==> src/rtl/ns_rate_pkg.sv <==
// Shared constants and FSM state type for the packet rate meter.
package ns_rate_pkg;
  localparam int CNT_W = 32;
  localparam int unsigned DEFAULT_INTERVAL = 32'd322265625;

  typedef enum logic {
    BASELINE = 1'b0,
    MEASURE  = 1'b1
  } state_t;
endpackage

==> src/rtl/ns_rate_delta.sv <==
// One counter channel: snapshot register, modular subtractor and registered rate.
module ns_rate_delta
  import ns_rate_pkg::*;
(
  input  logic             clk,
  input  logic             rst,
  input  logic             load_snap,
  input  logic             load_rate,
  input  logic [CNT_W-1:0] cnt,
  output logic [CNT_W-1:0] delta,
  output logic [CNT_W-1:0] rate
);

  logic [CNT_W-1:0] snap_p0;

  // Plain unsigned wrap: counter rollover and upstream counter resets both
  // fall out as the modular difference.
  function automatic logic [CNT_W-1:0] mod_delta(input logic [CNT_W-1:0] a,
                                                  input logic [CNT_W-1:0] b);
    return a - b;
  endfunction

  assign delta = mod_delta(cnt, snap_p0);

  always_ff @(posedge clk or posedge rst) begin
    if (rst) begin
      snap_p0 <= '0;
      rate    <= '0;
    end else begin
      if (load_snap) snap_p0 <= cnt;
      if (load_rate) rate    <= delta;
    end
  end

endmodule

==> src/rtl/ns_pkt_rate_meter.sv <==
// Per-interval packet rate meter over three free-running counters.
// Optional peak tracking of len4160_rate is enabled by defining NS_RATE_PEAK_EN.
module ns_pkt_rate_meter
  import ns_rate_pkg::*;
#(
  parameter int unsigned CLOCKS_PER_INTERVAL = DEFAULT_INTERVAL
) (
  input  logic             clk,
  input  logic             areset,
  input  logic             sync_clear,
  input  logic [CNT_W-1:0] len4160_packets,
  input  logic [CNT_W-1:0] bad_packets,
  input  logic [CNT_W-1:0] other_packets,
  output logic [CNT_W-1:0] len4160_rate,
  output logic [CNT_W-1:0] bad_rate,
  output logic [CNT_W-1:0] other_rate,
  output logic             rate_valid,
  output logic [CNT_W-1:0] interval_count
`ifdef NS_RATE_PEAK_EN
  ,
  output logic [CNT_W-1:0] peak_len4160_rate
`endif
);

  localparam logic [CNT_W-1:0] RELOAD = CNT_W'(CLOCKS_PER_INTERVAL - 32'd1);

  logic [1:0]       rst_sync;
  logic             rst;
  state_t           state;
  logic [CNT_W-1:0] timer;
  logic             boundary;
  logic             capture;
  logic [CNT_W-1:0] len_delta;
  logic [CNT_W-1:0] bad_delta_unused;
  logic [CNT_W-1:0] other_delta_unused;

  // Assert immediately with areset, release two edges later in the clk domain.
  always_ff @(posedge clk or posedge areset) begin
    if (areset) rst_sync <= 2'b11;
    else        rst_sync <= {rst_sync[0], 1'b0};
  end

  assign rst = rst_sync[1];

  assign boundary = (state == MEASURE) && (timer == '0) && !sync_clear;
  assign capture  = ((state == BASELINE) && !sync_clear) || boundary;

  always_ff @(posedge clk or posedge rst) begin
    if (rst) begin
      state          <= BASELINE;
      timer          <= '0;
      rate_valid     <= 1'b0;
      interval_count <= '0;
    end else begin
      rate_valid <= boundary;
      if (sync_clear) begin
        state          <= BASELINE;
        interval_count <= '0;
      end else begin
        case (state)
          BASELINE: begin
            timer <= RELOAD;
            state <= MEASURE;
          end
          MEASURE: begin
            if (timer == '0) begin
              timer          <= RELOAD;
              interval_count <= interval_count + 32'd1;
            end else begin
              timer <= timer - 32'd1;
            end
          end
          default: state <= BASELINE;
        endcase
      end
    end
  end

  ns_rate_delta u_len (
    .clk       (clk),
    .rst       (rst),
    .load_snap (capture),
    .load_rate (boundary),
    .cnt       (len4160_packets),
    .delta     (len_delta),
    .rate      (len4160_rate)
  );

  ns_rate_delta u_bad (
    .clk       (clk),
    .rst       (rst),
    .load_snap (capture),
    .load_rate (boundary),
    .cnt       (bad_packets),
    .delta     (bad_delta_unused),
    .rate      (bad_rate)
  );

  ns_rate_delta u_other (
    .clk       (clk),
    .rst       (rst),
    .load_snap (capture),
    .load_rate (boundary),
    .cnt       (other_packets),
    .delta     (other_delta_unused),
    .rate      (other_rate)
  );

`ifdef NS_RATE_PEAK_EN
  // Compare against the live delta so the peak moves on the rate_valid edge.
  always_ff @(posedge clk or posedge rst) begin
    if (rst) begin
      peak_len4160_rate <= '0;
    end else if (sync_clear) begin
      peak_len4160_rate <= '0;
    end else if (boundary && (len_delta > peak_len4160_rate)) begin
      peak_len4160_rate <= len_delta;
    end
  end
`else
  logic [CNT_W-1:0] len_delta_unused;
  assign len_delta_unused = len_delta;
`endif

endmodule

==> config.mk <==
export PLATFORM = sky130hd
export DESIGN_NAME = ns_pkt_rate_meter
export DESIGN_NICKNAME = d
export VERILOG_FILES = /design/src/rtl/ns_rate_pkg.sv /design/src/rtl/ns_rate_delta.sv /design/src/rtl/ns_pkt_rate_meter.sv
export SDC_FILE = /design/constraint.sdc
export NUM_CORES = 1
export LEC_CHECK = 0
export ABC_AREA = 1
export CAP_MARGIN = 20
export CELL_PAD_IN_SITES_DETAIL_PLACEMENT = 1
export CELL_PAD_IN_SITES_GLOBAL_PLACEMENT = 1
export CORE_AREA = 2 2 213 215
export DETAILED_ROUTE_END_ITERATION = 6
export DIE_AREA = 0 0 215 217
export DONT_BUFFER_PORTS = 1
export GPL_TIMING_DRIVEN = 0
export HOLD_SLACK_MARGIN = 0.1
export PLACE_DENSITY = 0.73
export SYNTH_ARGS = -nofsm -noshare
export SYNTH_HDL_FRONTEND = slang
export SYNTH_SLANG_ARGS = --single-unit
==> constraint.sdc <==
create_clock -name clk -period 6.9 [get_ports clk]
set_clock_uncertainty 0.2 [all_clocks]
set_input_delay 1.035 -clock clk [delete_from_list [all_inputs] [get_ports clk]]
set_output_delay 1.035 -clock clk [all_outputs]
set_load 0.01 [all_outputs]
==> Word-level counts from Yosys, hierarchy flattened <==
Cells that the tools add are included.
{ "classes": {"n_eq_ne": 0, "reduce_logical": 9, "n_mul": 0, "n_bitwise": 1, "order_cmp": 0, "shifts": 0, "addsub": 5, "muxes": 6, "n_div": 0} }
{ "ops": {"columns": ["op", "n"], "rows": [
  ["32-bit two-way mux", 4],
  ["32-bit subtractor", 3],
  ["32-bit case mux with 2 select lines", 1],
  ["32-bit by 1-bit adder with 32-bit output (second input constant)", 1],
  ["32-bit zero test", 1],
  ["32-bit by 1-bit subtractor with 32-bit output (second input constant)", 1],
  ["2-bit nonzero test", 2],
  ["1-bit logical AND", 3],
  ["2-bit AND reduction", 1],
  ["1-bit zero test", 1],
  ["1-bit logical OR", 1],
  ["1-bit two-way mux", 1],
  ["1-bit NOT", 1]
]} }
{ "word_totals": {"wordCells": 32, "rom_bits": 0, "latch_bits": 0, "memories": 0, "input_bits": 99, "reg_bits": 260, "output_inout_bits": 129, "mem_bits_rw": 0} }

==> Depth between registers and ports, before layout <==
{ "depth": {"word_depth": 4, "ltp_mapped": 15, "ltp_nobuf": 15} }

==> Cells and area by module <==
From an unflattened synthesis, not the netlist that was laid out.
{ "unflattened": {"hier_cells": 3015, "area_unflattened_um2": 19303.5} }
{ "by_module_without_submodules": {"columns": ["module", "area_per_inst_um2", "n_inst", "cells_each"], "rows": [
  ["ns_rate_delta at u_len ...", 4969.8, 2, 778],
  ["ns_rate_delta at u_bad", 4912.2, 1, 776],
  ["ns_pkt_rate_meter", 4451.8, 1, 683]
]} }

==> Worst setup path after synthesis <==
Ideal clock, no wire load.
{ "synth_path": {"kind": "input-to-reg", "startpoint": "input port bad_packets[0]", "endpoint": "register u_bad.rate[28]", "slack_ns": 4.179, "t_required_ns": 6.583, "arrival_time_ns": 2.403, "setup_time_ns": 0.117, "cell_stages": 13, "cell_sequence": "inv_1 -> ha_1 -> fa_1 -> inv_1 -> nand3_1 -> nand3_1 -> nand2_1 -> nand3_1 -> nand2_1 -> nand2_1 -> nand2_1 -> nand3_1 -> nand2_1"} }
{ "synth_between": {"elab_chain_len": 1} }
{ "synth_lines": {"columns": ["element", "line_no", "source"], "rows": [
  ["start, declared", "ns_pkt_rate_meter.sv:12", "input logic [CNT_W-1:0] bad_packets,"],
  ["32-bit subtractor", "ns_rate_delta.sv:20", "return a - b;"],
  ["end signal, assigned", "ns_rate_delta.sv:31", "if (load_rate) rate <= delta;"],
  ["end, declared", "ns_rate_delta.sv:11", "output logic [CNT_W-1:0] rate"]
]} }
Every way passes these cells.
A chain may end at the register's enable or synchronous reset.

==> Worst setup path after layout <==
{ "layout_path": {"startpoint": "register timer[0]", "endpoint": "register u_other.rate[28]"} }
{ "layout_between": {"elab_chain_len": 3} }
{ "layout_lines": {"columns": ["element", "line_no", "source"], "rows": [
  ["start, declared", "ns_pkt_rate_meter.sv:30", "logic [CNT_W-1:0] timer;"],
  ["start signal, assigned", "ns_pkt_rate_meter.sv:70", "timer <= timer - 32'd1;"],
  ["32-bit zero test", "ns_pkt_rate_meter.sv:45", "assign boundary = (state == MEASURE) && (timer == '0) && !sync_clear;"],
  ["1-bit logical AND (2 in series)", "ns_pkt_rate_meter.sv:45", null],
  ["end signal, assigned", "ns_rate_delta.sv:31", null],
  ["end, declared", "ns_rate_delta.sv:11", null]
]} }
Every way passes these cells.

==> results_dict.tcl <==
set metrics [dict create \
    finalHoldViolations 0 \
    cp.required_ps 7230 \
    syn_avg_cell_area_um2 6.478 \
    io_pins 228 \
    post-synth-top-area-fraction 0.3511 \
    synth_cell_types 39 \
    post_drt_wl_per_cell_um 17.65 \
    startpoint_type "flop" \
    die_h_um 217 \
    grt_overflow 0 \
    synth_edf_count 0 \
    cts-resized-gates 0 \
    numCtsBuffers 31 \
    hold_buffers 1 \
    crit_chain "inv_1, ha_1, nand3_2, nor2_4, nand2_1, nor2_1, nand3_2, inv_2, buf_2, nand3_1, nand2_1" \
    hp-class "in2async" \
    num_vias 17631 \
    die_w_um 215 \
    place.gp.congestion 0.9179 \
    max_stage_delay_ps 400 \
    syn_inst 2839 \
    rsz0062_at_grt "false" \
    final_nets 3077 \
    leakage_nw 11.36 \
    layout_setup_ws_ps 4179 \
    cts_tree "done" \
    fin_tns_setup_ps 0 \
    grt_pass1_wl_um 99950 \
    min_period_ps 2721 \
    r2r_cells 11 \
    crit_arrival_ps 3050 \
    dpl_worst_slack_ps 3637 \
    hpwl_um 50320 \
    cts_max_path_buffers 3 \
    synth_top_area_cell "dfrtp_1" \
    cp_max_fo 10 \
    path_delay_family "simple AND/OR/NAND/NOR gates" \
    synth_nets 3036 \
    max_slew_margin 0.4799 \
    drive_gt1_frac 0.03961 \
    core_area_um2 44700 \
    grt_pass1_vias 18674 \
    post_cts_buffers 0 \
    clkTransAtPathRegs_ps 60 \
    dr.pass1.iters 5 \
    cts_htree_levels 1 \
    worst_slew_pin_slew_ps 780.1 \
    postRouteAntennaNets 0 \
    synth_area_leaders "dfrtp_1 35%, nand2_1 23%, inv_1 10%" \
    ys_seq_elements 260 \
    crit_slowest_cell "buf_2" \
    synthFlopType "dfrtp_1" \
    drtIter0Drc 924 \
    irDropWorstVdd_mv 0.1694 \
    antenna_found_initial 2 \
    endpoint_kind "flop" \
    grt_start_max_net_pins 42 \
    vias_per_cell 5.032 \
    clkLatencyLatePin_ps 610 \
    critPathKind "reg2reg" \
    cts-root-buf "clkbuf_16" \
    die_area_um2 46660 \
    synth_area_um2 18390 \
    worstPathBufferInverterCount 3 \
    track_usage 0.2667 \
    seq_area_frac_synth 0.3539 \
    worstSetupPathDepth 11 \
    syn_to_final_growth_pct 10.83 \
    yosys_warnings 0 \
    status "finished, final reports clean" \
    slew_viol_final 0 \
    synth_async_sr_flop_share 1.000 \
    setup_viol 0 \
    start_util 0.4114 \
    rows 78 \
    port_buffers 0 \
    drv_cap 0 \
    power_density_nw_per_um2 232.8 \
    finalCritPeriodShare 0.3944 \
    max_freq_mhz 367.5 \
    remaining_drc_errors 0 \
    cts.sinks 260 \
    totalWireLength_um 61840 \
]
## routing by layer
layer	vias up	global-route usage	share of wire
met1	8513	0.3408	0.45
met5	-	0	0.00019
met3	87	0.05618	0.057
met2	297	0.4534	0.46
met4	2	0.08184	0.031
li1	8732	-	-
## cells in the mapped netlist, drive strengths merged (21+ instances only)
| library cell | instances |
|---|---|
| xnor2 | 47 |
| inv | 510 |
| nor3 | 21 |
| nor2 | 244 |
| nand3 | 165 |
| nand2 | 1111 |
| a21oi | 54 |
| nand4 | 34 |
| dfrtp | 258 |
| xor2 | 29 |
| ha | 95 |
| o21ai | 163 |
| buf | 37 |
## cells in the final DEF, fill, tap and decap left out, types with 2 or more instances in the layout
cell / instances
nand2_1: 1108
inv_1: 507
dfrtp_1: 258
nor2_1: 238
nand3_1: 163
ha_1: 95
o21ai_1: 86
o21ai_0: 76
a21oi_1: 54
xnor2_1: 47
nand4_1: 34
clkbuf_16: 31
xor2_1: 29
clkbuf_1: 21
nor3_1: 21
nand3b_1: 18
buf_2: 16
buf_6: 11
buf_4: 8
clkbuf_8: 8
clkinv_2: 8
a21o_1: 7
buf_12: 7
o21bai_1: 6
and2_1: 5
nor2_2: 4
nor4_1: 4
bufinv_16: 4
nand2_2: 3
fa_1: 3
nand3_2: 2
nor2_4: 2
inv_2: 2
clkinvlp_4: 2
nor3b_1: 2
dfstp_2: 2
## per-stage QoR
stage               std cells  utilization  total power [mW]  hold slack (ps)  instance area (um2)
CTS                      3503       0.4559             4.804            127.4                20380
floorplan                2839            -             2.646            145.2                18390
global placement         3439       0.4283             2.954            148.4                19140
detailed placement       3446       0.4314             3.011            87.50                19280
global route             3504       0.4560             5.065            159.0                20380
finish                   3504       0.4560             4.745            150.2                20380
## cells by family (layout without fill, tap and decap cells)
group / after synthesis / after routing / share of synthesized area
adder cells (fa/ha/maj): 98 / 98 / 0.06790
flip-flops: 260 / 260 / 0.3539
XOR/XNOR: 76 / 76 / 0.03619
buffers and inverters: 567 / 631 / 0.1238
AO/OA/AOI/OAI: 232 / 232 / 0.06531
AND/OR/NAND/NOR: 1605 / 1605 / 0.3526
other: 1 / 2 / 0.0002039
## path summary, 6_finish.rpt
kind,to,start,slack [ps]
setup / recovery,u_other.rate[28],timer[0],4180
hold reg to reg,rst_sync[1],rst_sync[0],160
max in group asynchronous,interval_count[4],rst_sync[1],4570
setup reg to reg,u_other.rate[28],timer[0],4180
hold / removal,rst_sync[1],areset,150
min in group clk,rst_sync[1],rst_sync[0],160
## flip-flops by register name (all words and copies together) (netlist names), 2 cells and up
register and flops:
u_len.rate 32, u_len.snap_p0 32, u_bad.snap_p0 32, u_bad.rate 32, timer 32, u_other.snap_p0 32, u_other.rate 32, interval_count 32
rst_sync 2
## area by class of cell
type / instances / area, um2
inverter: 512 / 1931
clock buffer: 42 / 897.1
fill: 6072 / 24320
clock inverter: 14 / 187.7
tap: 600 / 750.7
timing repair buffer: 8 / 150.1
sequential: 260 / 6509
buffer: 55 / 350.3
multi-input combinational: 2012 / 9604
antenna: 1 / 2.502
## power by group
group	switching (mW)	total, mW	internal (mW)
clock	0.709	1.76	1.05
combinational	0.889	1.33	0.445
sequential	0.0381	1.65	1.61
Note: power is estimated with default switching activity, not from simulation.
